[src/rtl/xoro_bus_pkg.sv]
// Shared definitions for the native-bus peripherals: register indices,
// the timer window base and the byte-strobe merge helper.
package xoro_bus_pkg;

    localparam logic [1:0]  REG_COUNT_LO = 2'd0;
    localparam logic [1:0]  REG_COUNT_HI = 2'd1;
    localparam logic [1:0]  REG_CMP_LO   = 2'd2;
    localparam logic [1:0]  REG_CMP_HI   = 2'd3;

    localparam logic [31:0] TIMER_BASE   = 32'hffff0030;

    // Replace each byte lane whose strobe is set; untouched lanes keep old data.
    function automatic logic [31:0] wstrb_merge(input logic [31:0] old_val,
                                                input logic [31:0] wdata,
                                                input logic [3:0]  wstrb);
        logic [31:0] res;
        res = old_val;
        for (int i = 0; i < 4; i++) begin
            if (wstrb[i]) res[8*i +: 8] = wdata[8*i +: 8];
        end
        return res;
    endfunction

endpackage

[src/rtl/timer_prescaler.sv]
// Divides clk by PRESCALE: tick is high for one cycle every PRESCALE cycles,
// and the phase restarts from zero whenever clear is asserted.
module timer_prescaler #(
    parameter int PRESCALE = 1
) (
    input  logic clk,
    input  logic resetn,
    input  logic clear,
    output logic tick
);

    localparam int            CW   = (PRESCALE > 1) ? $clog2(PRESCALE) : 1;
    localparam logic [CW-1:0] LAST = CW'(PRESCALE - 1);

    logic [CW-1:0] r_cnt;

    // With PRESCALE == 1 the counter is pinned at zero, so tick is constant high.
    assign tick = (r_cnt == LAST);

    always_ff @(posedge clk or negedge resetn) begin
        if (!resetn) begin
            r_cnt <= '0;
        end else if (clear || tick) begin
            r_cnt <= '0;
        end else begin
            r_cnt <= r_cnt + 1'b1;
        end
    end

endmodule

[src/rtl/timer_responder.sv]
// 64-bit memory-mapped timer (count, compare, level irq) on the native CPU bus.
// Build option: define TIMER_SNAPSHOT_EN for an atomic LO-then-HI count read.
module timer_responder
    import xoro_bus_pkg::*;
#(
    parameter int          PRESCALE  = 1,
    parameter logic [63:0] CMP_RESET = 64'hffff_ffff_ffff_ffff
) (
    input  logic        clk,
    input  logic        resetn,
    input  logic        enable,
    input  logic        mem_valid,
    input  logic [31:0] mem_addr,
    input  logic [31:0] mem_wdata,
    input  logic [3:0]  mem_wstrb,
    output logic        mem_ready,
    output logic [31:0] mem_rdata,
    output logic        irq
);

    logic        r_ready;
    logic [31:0] r_rdata;
    logic        r_irq;
    logic [63:0] r_count;
    logic [63:0] r_cmp;

    logic        w_access;
    logic        w_write;
    logic [1:0]  w_idx;
    logic        w_cnt_lo_wr;
    logic        w_cnt_hi_wr;
    logic        w_cnt_lo_rd;
    logic        w_tick;
    logic [31:0] w_count_hi_rd;
    logic [31:0] w_rd_val;
    logic [63:0] w_count_nxt;
    logic [63:0] w_cmp_nxt;
    logic        w_unused_addr;

    assign w_unused_addr = ^{mem_addr[31:4], mem_addr[1:0]};

    // The !r_ready term makes the cycle after a response deaf to a still-held valid.
    assign w_access    = enable && mem_valid && !r_ready;
    assign w_write     = |mem_wstrb;
    assign w_idx       = mem_addr[3:2];
    assign w_cnt_lo_wr = w_access && w_write && (w_idx == REG_COUNT_LO);
    assign w_cnt_hi_wr = w_access && w_write && (w_idx == REG_COUNT_HI);
    assign w_cnt_lo_rd = w_access && !w_write && (w_idx == REG_COUNT_LO);

    timer_prescaler #(
        .PRESCALE (PRESCALE)
    ) u_prescaler (
        .clk    (clk),
        .resetn (resetn),
        .clear  (w_cnt_lo_wr || w_cnt_hi_wr),
        .tick   (w_tick)
    );

`ifdef TIMER_SNAPSHOT_EN
    logic [31:0] r_shadow;

    always_ff @(posedge clk or negedge resetn) begin
        if (!resetn) begin
            r_shadow <= '0;
        end else if (w_cnt_hi_wr) begin
            r_shadow <= wstrb_merge(r_count[63:32], mem_wdata, mem_wstrb);
        end else if (w_cnt_lo_rd) begin
            r_shadow <= r_count[63:32];
        end
    end

    assign w_count_hi_rd = r_shadow;
`else
    logic w_unused_lo_rd;
    assign w_unused_lo_rd = w_cnt_lo_rd;
    assign w_count_hi_rd  = r_count[63:32];
`endif

    always_comb begin
        w_rd_val = '0;
        case (w_idx)
            REG_COUNT_LO: w_rd_val = r_count[31:0];
            REG_COUNT_HI: w_rd_val = w_count_hi_rd;
            REG_CMP_LO:   w_rd_val = r_cmp[31:0];
            REG_CMP_HI:   w_rd_val = r_cmp[63:32];
            default:      w_rd_val = '0;
        endcase
    end

    // A count write beats the increment; the unwritten half holds its pre-edge value.
    always_comb begin
        w_count_nxt = r_count;
        if (w_cnt_lo_wr) begin
            w_count_nxt = {r_count[63:32], wstrb_merge(r_count[31:0], mem_wdata, mem_wstrb)};
        end else if (w_cnt_hi_wr) begin
            w_count_nxt = {wstrb_merge(r_count[63:32], mem_wdata, mem_wstrb), r_count[31:0]};
        end else if (w_tick) begin
            w_count_nxt = r_count + 64'd1;
        end
    end

    always_comb begin
        w_cmp_nxt = r_cmp;
        if (w_access && w_write && (w_idx == REG_CMP_LO)) begin
            w_cmp_nxt[31:0] = wstrb_merge(r_cmp[31:0], mem_wdata, mem_wstrb);
        end else if (w_access && w_write && (w_idx == REG_CMP_HI)) begin
            w_cmp_nxt[63:32] = wstrb_merge(r_cmp[63:32], mem_wdata, mem_wstrb);
        end
    end

    always_ff @(posedge clk or negedge resetn) begin
        if (!resetn) begin
            r_ready <= 1'b0;
            r_rdata <= '0;
            r_irq   <= 1'b0;
            r_count <= '0;
            r_cmp   <= CMP_RESET;
        end else begin
            r_ready <= w_access;
            // Zero outside the response cycle so the decoder may OR read buses.
            r_rdata <= (w_access && !w_write) ? w_rd_val : 32'd0;
            r_irq   <= (r_count >= r_cmp);
            r_count <= w_count_nxt;
            r_cmp   <= w_cmp_nxt;
        end
    end

    assign mem_ready = r_ready;
    assign mem_rdata = r_rdata;
    assign irq       = r_irq;

endmodule

[config.mk]
export PLATFORM = sky130hd
export DESIGN_NAME = timer_responder
export DESIGN_NICKNAME = d
export VERILOG_FILES = /design/src/rtl/xoro_bus_pkg.sv /design/src/rtl/timer_prescaler.sv /design/src/rtl/timer_responder.sv
export SDC_FILE = /design/constraint.sdc
export NUM_CORES = 1
export LEC_CHECK = 0
export CAP_MARGIN = 20
export CELL_PAD_IN_SITES_DETAIL_PLACEMENT = 0
export CELL_PAD_IN_SITES_GLOBAL_PLACEMENT = 1
export CORE_ASPECT_RATIO = 1.4
export CORE_UTILIZATION = 49
export CTS_CLUSTER_DIAMETER = 40
export CTS_CLUSTER_SIZE = 8
export DETAILED_ROUTE_END_ITERATION = 10
export PLACE_DENSITY = 0.94
export SLEW_MARGIN = 10
export SYNTH_ARGS = -nofsm -noshare
export SYNTH_HDL_FRONTEND = slang
export SYNTH_SLANG_ARGS = --single-unit
[constraint.sdc]
create_clock -name clk -period 7.02 [get_ports clk]
set_input_delay 1.404 -clock clk [delete_from_list [all_inputs] [get_ports clk]]
set_output_delay 1.404 -clock clk [all_outputs]
set_load 0.05 [all_outputs]
==> Yosys cells after proc, flatten, opt, wreduce, memory -nomap -nowiden <==
Index checks and enable logic that the tools add are counted.
{ "classes": {"add_sub_neg": 2, "n_lt_le_gt_ge": 1, "n_eq_ne": 14, "mux": 10, "bitwise": 3, "n_reduce_logical": 30} }
{ "ops": {"columns": ["cell", "count"], "rows": [
  ["two-way mux 64 bit", 2],
  ["case mux 32 bit (4 select lines)", 1],
  ["adder 64 x 1 -> 64 bit, second input constant", 1],
  ["greater-or-equal comparator 64 bit", 1],
  ["two-way mux 32 bit", 2],
  ["AND reduction 3 bit", 12],
  ["two-way mux 8 bit", 4],
  ["inequality test 2 bit, second input constant", 11],
  ["logical AND 1 bit", 8],
  ["AND reduction 2 bit", 4],
  ["equality test 2 bit, second input constant", 2],
  ["OR reduction 4 bit", 1],
  ["NOT 1 bit", 3],
  ["equality test 2 x 1 -> 1 bit, second input constant", 1],
  ["zero test 1 bit", 2],
  ["zero test 2 bit", 1],
  ["logical OR 1 bit", 2],
  ["adder 1 bit, second input constant", 1],
  ["two-way mux 1 bit", 1]
]} }
{ "totals": {"ff_bits": 163, "in_bits": 72, "out_inout_bits": 34, "word_cells": 80} }

==> Logic depth before layout (Yosys ltp) <==
{ "depth": {"word_depth": 7, "depth_mapped": 11, "depth_no_buf": 9} }

==> By module <==
Synthesis repeated with hierarchy kept, for this count alone.
{ "unflattened": {"cells_unflattened": 1065, "hier_area_um2": 10178.5} }
{ "by_module_without_submodules": {"columns": ["module", "n_inst", "cells_each", "area_each_um2", "seq_area_each_um2"], "rows": [
  ["timer_responder", 1, 1062, 10146.0, 4134.0],
  ["timer_prescaler", 1, 3, 32.5, 25.0]
]} }

==> Worst setup path after synthesis <==
Ideal clock, no wire load.
{ "synth_timing": {"path_type": "input -> register", "start": "input port mem_wstrb[1]", "end": "register r_count[31]", "setup_time_ns": 0.127, "arrival_ns": 3.149, "required_time_ns": 6.893, "path_slack_ns": 3.744, "cell_stages": 10, "n_path_buf": 4, "cell_sequence": "clkbuf_1 -> or4_4 -> and2_1 -> buf_6 -> nor2_4 -> clkbuf_8 -> a21oi_1 -> clkbuf_1 -> a221oi_1 -> nor2_1"} }
{ "synth_between": {"elab_chain_len": 5, "elab_cells_between_ends": 9, "cone_classes": "eq/ne (3); mux (1); reduce/logical (5)"} }
{ "synth_rtl": {"columns": ["item", "line_no", "rtl"], "rows": [
  ["from (decl)", "timer_responder.sv:15", "input logic [3:0] mem_wstrb,"],
  ["OR reduction 4 bit *", "timer_responder.sv:44", "assign w_write = |mem_wstrb;"],
  ["logical AND 1 bit *", "timer_responder.sv:46, timer_responder.sv:47", null],
  ["logical AND 1 bit (on tied branches)", "timer_responder.sv:46, timer_responder.sv:47", null],
  ["inequality test 2 bit (no line)", null, null],
  ["AND reduction 3 bit (no line)", null, null],
  ["to (signal assigned)", "timer_responder.sv:123", "r_count <= w_count_nxt;"],
  ["to (decl)", "timer_responder.sv:24", "logic [63:0] r_count;"]
]} }
Mark *: on every way between the ends. The rest lies on a longest branch, timed or not.
A chain may end at the register's enable or synchronous reset.

==> Final worst setup path <==
{ "layout_timing": {"start": "input port mem_addr[3]", "end": "register r_count[32]"} }
{ "layout_between": {"elab_chain_len": 4, "elab_cells_between_ends": 9, "cone_classes": "eq/ne (3); mux (1); bitwise (1); reduce/logical (4)"} }
{ "layout_rtl": {"columns": ["item", "line_no", "rtl"], "rows": [
  ["from (decl)", "timer_responder.sv:13", "input logic [31:0] mem_addr,"],
  ["equality test 2 x 1 -> 1 bit / zero test 2 bit (equally long branches)", "timer_responder.sv:47, timer_responder.sv:46", null],
  ["logical AND 1 bit (on tied branches)", "timer_responder.sv:47, timer_responder.sv:46", null],
  ["inequality test 2 bit (no line) / NOT 1 bit (equally long branches)", null, null],
  ["AND reduction 3 bit (no line)", null, null]
]} }
Parallel ways exist; a longest one is shown, timed or not. The select of a mux whose other input is x is not followed.

==> metrics.yaml <==
outcome: "completed"
hold_ws_ps: 498
start_util_pct: 50.0
cp-start-kind: "input pin"
ios: 106
slowest_delay_ps: 760
reg2reg_to: "r_count[62]$_DFFE_PN0P_"
clock_latency_ps: 440
clk_pin_slew_worst_paths_ps: 70
fp.dieH_um: 173
ys.flop_type: "dfrtp_1"
post_cts_buffers: 0
end_kind: "register"
max_slew_margin_pct: 31.6
cp_max_fo: 41
skew_ps: 11.2
die_x_um: 124
drt_iter0_drc: 969
worstMarginPinSlew_ps: 1030
nFillCells: 1782
r2r_slack_ps: 3610
syn_nets: 1169
power_density_nw_per_um2: 288
syn2layout_area_growth_pct: 14.4
p_leak_nw: 5.03
fin_crit_sh_pct: 57.3
ys_ff_latch: 163
grt_max_degree: 93
tns_ps: 0
cts_buffer_depth: 2
finalHoldViolCount: 0
cts_root_buf: "clkbuf_16"
endpoint: "r_count[32]$_DFFE_PN0P_"
crit_slowest_cell: "buf_2"
syn_avg_cell_area_um2: 9.93
worst-endpoint-arrival_ps: 4320
grt-ovfl-total: 0
multiInputGateArea_um2: 5550
port_buffers: 75
synth_edf_count: 0
grt_pass1_wl_um: 46800
antenna_cells: 0
cts_tree: "yes"
crit_chain: "buf_2 > and4bb_2 > and2_1 > nand2_2 > buf_4 > nand3_1 > o22ai_1 > a21oi_1"
max_cap_violations: 0
final_cells: 1350
crit_path_start: "mem_addr[3]"
r2r-start: "r_count[0]$_DFFE_PN0P_"
antenna_found_initial: 0
cts_buffers: 17
grt.total_usage_pct: 28.6
place_ws_ps: 2590
ir_worst_vdd_mv: 0.189
hpwl_um: 19900
core_area_um2: 20500
netlist-cell-type-count: 65
period_minus_slack_ps: 4020
required_ps: 7310
ys_warn_count: 0
hp-class: "reg -> reg"
drc: 0
grt_pass1_vias: 8529
postLayoutCellArea_um2: 11700
dpl.cell_count: 1318
synthArstFlopShare_pct: 100
postPlaceCellArea_um2: 11100
drt-total-wl_um: 28800
die-area_um2: 21500
fin_ws_ps: 3000
viasPerCell: 6.42
gp_congestion: 0.895
rows: 62
crit_type: "in -> reg"
timing.fmax_ghz: 0.249
hold_buffers: 0
setup-violations-final: 0
cts.repair.resized: 0
register_area_um2: 4160
dr.pass1.iters: 6
rsz0062_at_grt: "no"
r2r_cells: 8
drv_slew: 0
wire_per_inst_um: 21.3
fin_nets: 1218
vias: 8665
drive_gt1_share_pct: 20.7
cts_num_sinks: 163
ys_seq_area_share_pct: 40.6
syn_inst: 1032
h-tree-depth: 4
netlist_area_um2: 10200
route.antenna.remaining_nets: 0
==> report_power, final <==
| group | internal (mW) | switching, mW |
|---|---|---|
| registers | 1.20 | 0.259 |
| clock network | 0.571 | 0.401 |
| logic | 0.463 | 0.483 |
==> routing by layer <==
metal  global-route usage, %  vias to the layer above  share of wire (%)
li1                        -                     3935                  -
met1                    38.1                     4294                 41
met2                    45.9                      355                 50
met3                    4.25                       81                5.7
met4                    12.5                        0                3.8
met5                       0                        -                  0
==> cells by family after synthesis <==
group / Yosys count / share of synthesized area (%)
simple gates: 297 / 15.5
flops: 163 / 40.6
xor+xnor: 2 / 0.171
other cells: 1 / 0.0366
fa+ha+maj: 65 / 7.94
buf+inv: 127 / 5.35
compound gates: 283 / 16.5
mux: 94 / 13.9
==> area by class of cell <==
class	count	share of cell area, %
clock buffers	20	3.81
multi-input cells	742	47.4
flip-flops and latches	163	35.5
inverters	73	2.34
clock inverters	12	1.33
well taps	256	2.73
repair buffers	84	6.91
==> flip-flops by register name, indices dropped and copies added, names as in the netlist <==
| name | cells |
|---|---|
| irq | 1 |
| mem_rdata | 32 |
| mem_ready | 1 |
| r_cmp | 64 |
| r_count | 64 |
| u_prescaler.r_cnt | 1 |
==> how the worst min path moves through the flow <==
stage                                     start                    end  slack [ps]  cells past startpoint
after floorplan           r_cmp[24]$_DFFE_PN1P_  r_cmp[24]$_DFFE_PN1P_         470                      2
after global placement    r_cmp[56]$_DFFE_PN1P_  r_cmp[56]$_DFFE_PN1P_         480                      2
after detailed placement  r_cmp[56]$_DFFE_PN1P_  r_cmp[56]$_DFFE_PN1P_         490                      2
after CTS                 r_cmp[56]$_DFFE_PN1P_  r_cmp[56]$_DFFE_PN1P_         500                      2
after global routing      r_cmp[24]$_DFFE_PN1P_  r_cmp[24]$_DFFE_PN1P_         530                      2
final                     r_cmp[56]$_DFFE_PN1P_  r_cmp[56]$_DFFE_PN1P_         500                      2
==> synthesized netlist by cell type, types with 5 or more instances <==
master	instances	area [µm²]
a21o_1	15	113
dfstp_2	64	1680
and4_1	6	52.6
o32ai_1	5	43.8
a41oi_1	5	43.8
nand3_1	35	175
nand2_1	63	236
clkbuf_1	39	146
mux2_2	62	698
o21ai_0	44	220
a21oi_1	132	661
ha_1	65	813
nor3_1	19	95.1
o22ai_1	13	81.3
nor2_1	65	244
a31oi_1	20	125
o21a_1	5	37.5
inv_1	73	274
dfrtp_1	99	2480
and2_1	6	37.5
and3_1	47	294
nand4_1	29	181
o22a_1	12	105
mux4_2	31	698
==> worst max-delay path, delay by kind of cell <==
family / cells / cell delay, ps
AND/OR/NAND/NOR: 4 / 1420
buffers and inverters: 2 / 1220
AO/OA/AOI/OAI: 2 / 250
==> cell usage in the layout, fill, tap and decap left out, drive strengths merged, types with 7 or more instances in the layout <==
cell and n:
clkbuf 20, a21o 15, nand2 63, mux4 32, o22ai 13, dfrtp 99, dfstp 64, a21oi 133
o21ai 47, nor3 20, nand4 30, and3 50, and4 7, a31oi 20, o22a 12, buf 12
nor2 66, clkdlybuf4s50 72, nand3 36, ha 65, mux2 62, inv 75, and2 7
==> per-stage QoR <==
stage | util (%) | power, mW
floorplan | - | 2.08
global placement | 54.3 | 2.35
detailed placement | 54.3 | 2.39
CTS | 57.2 | 3.38
global route | 57.2 | 3.57
finish | 57.2 | 3.38
No activity file was read; power rests on OpenSTA's default activity.
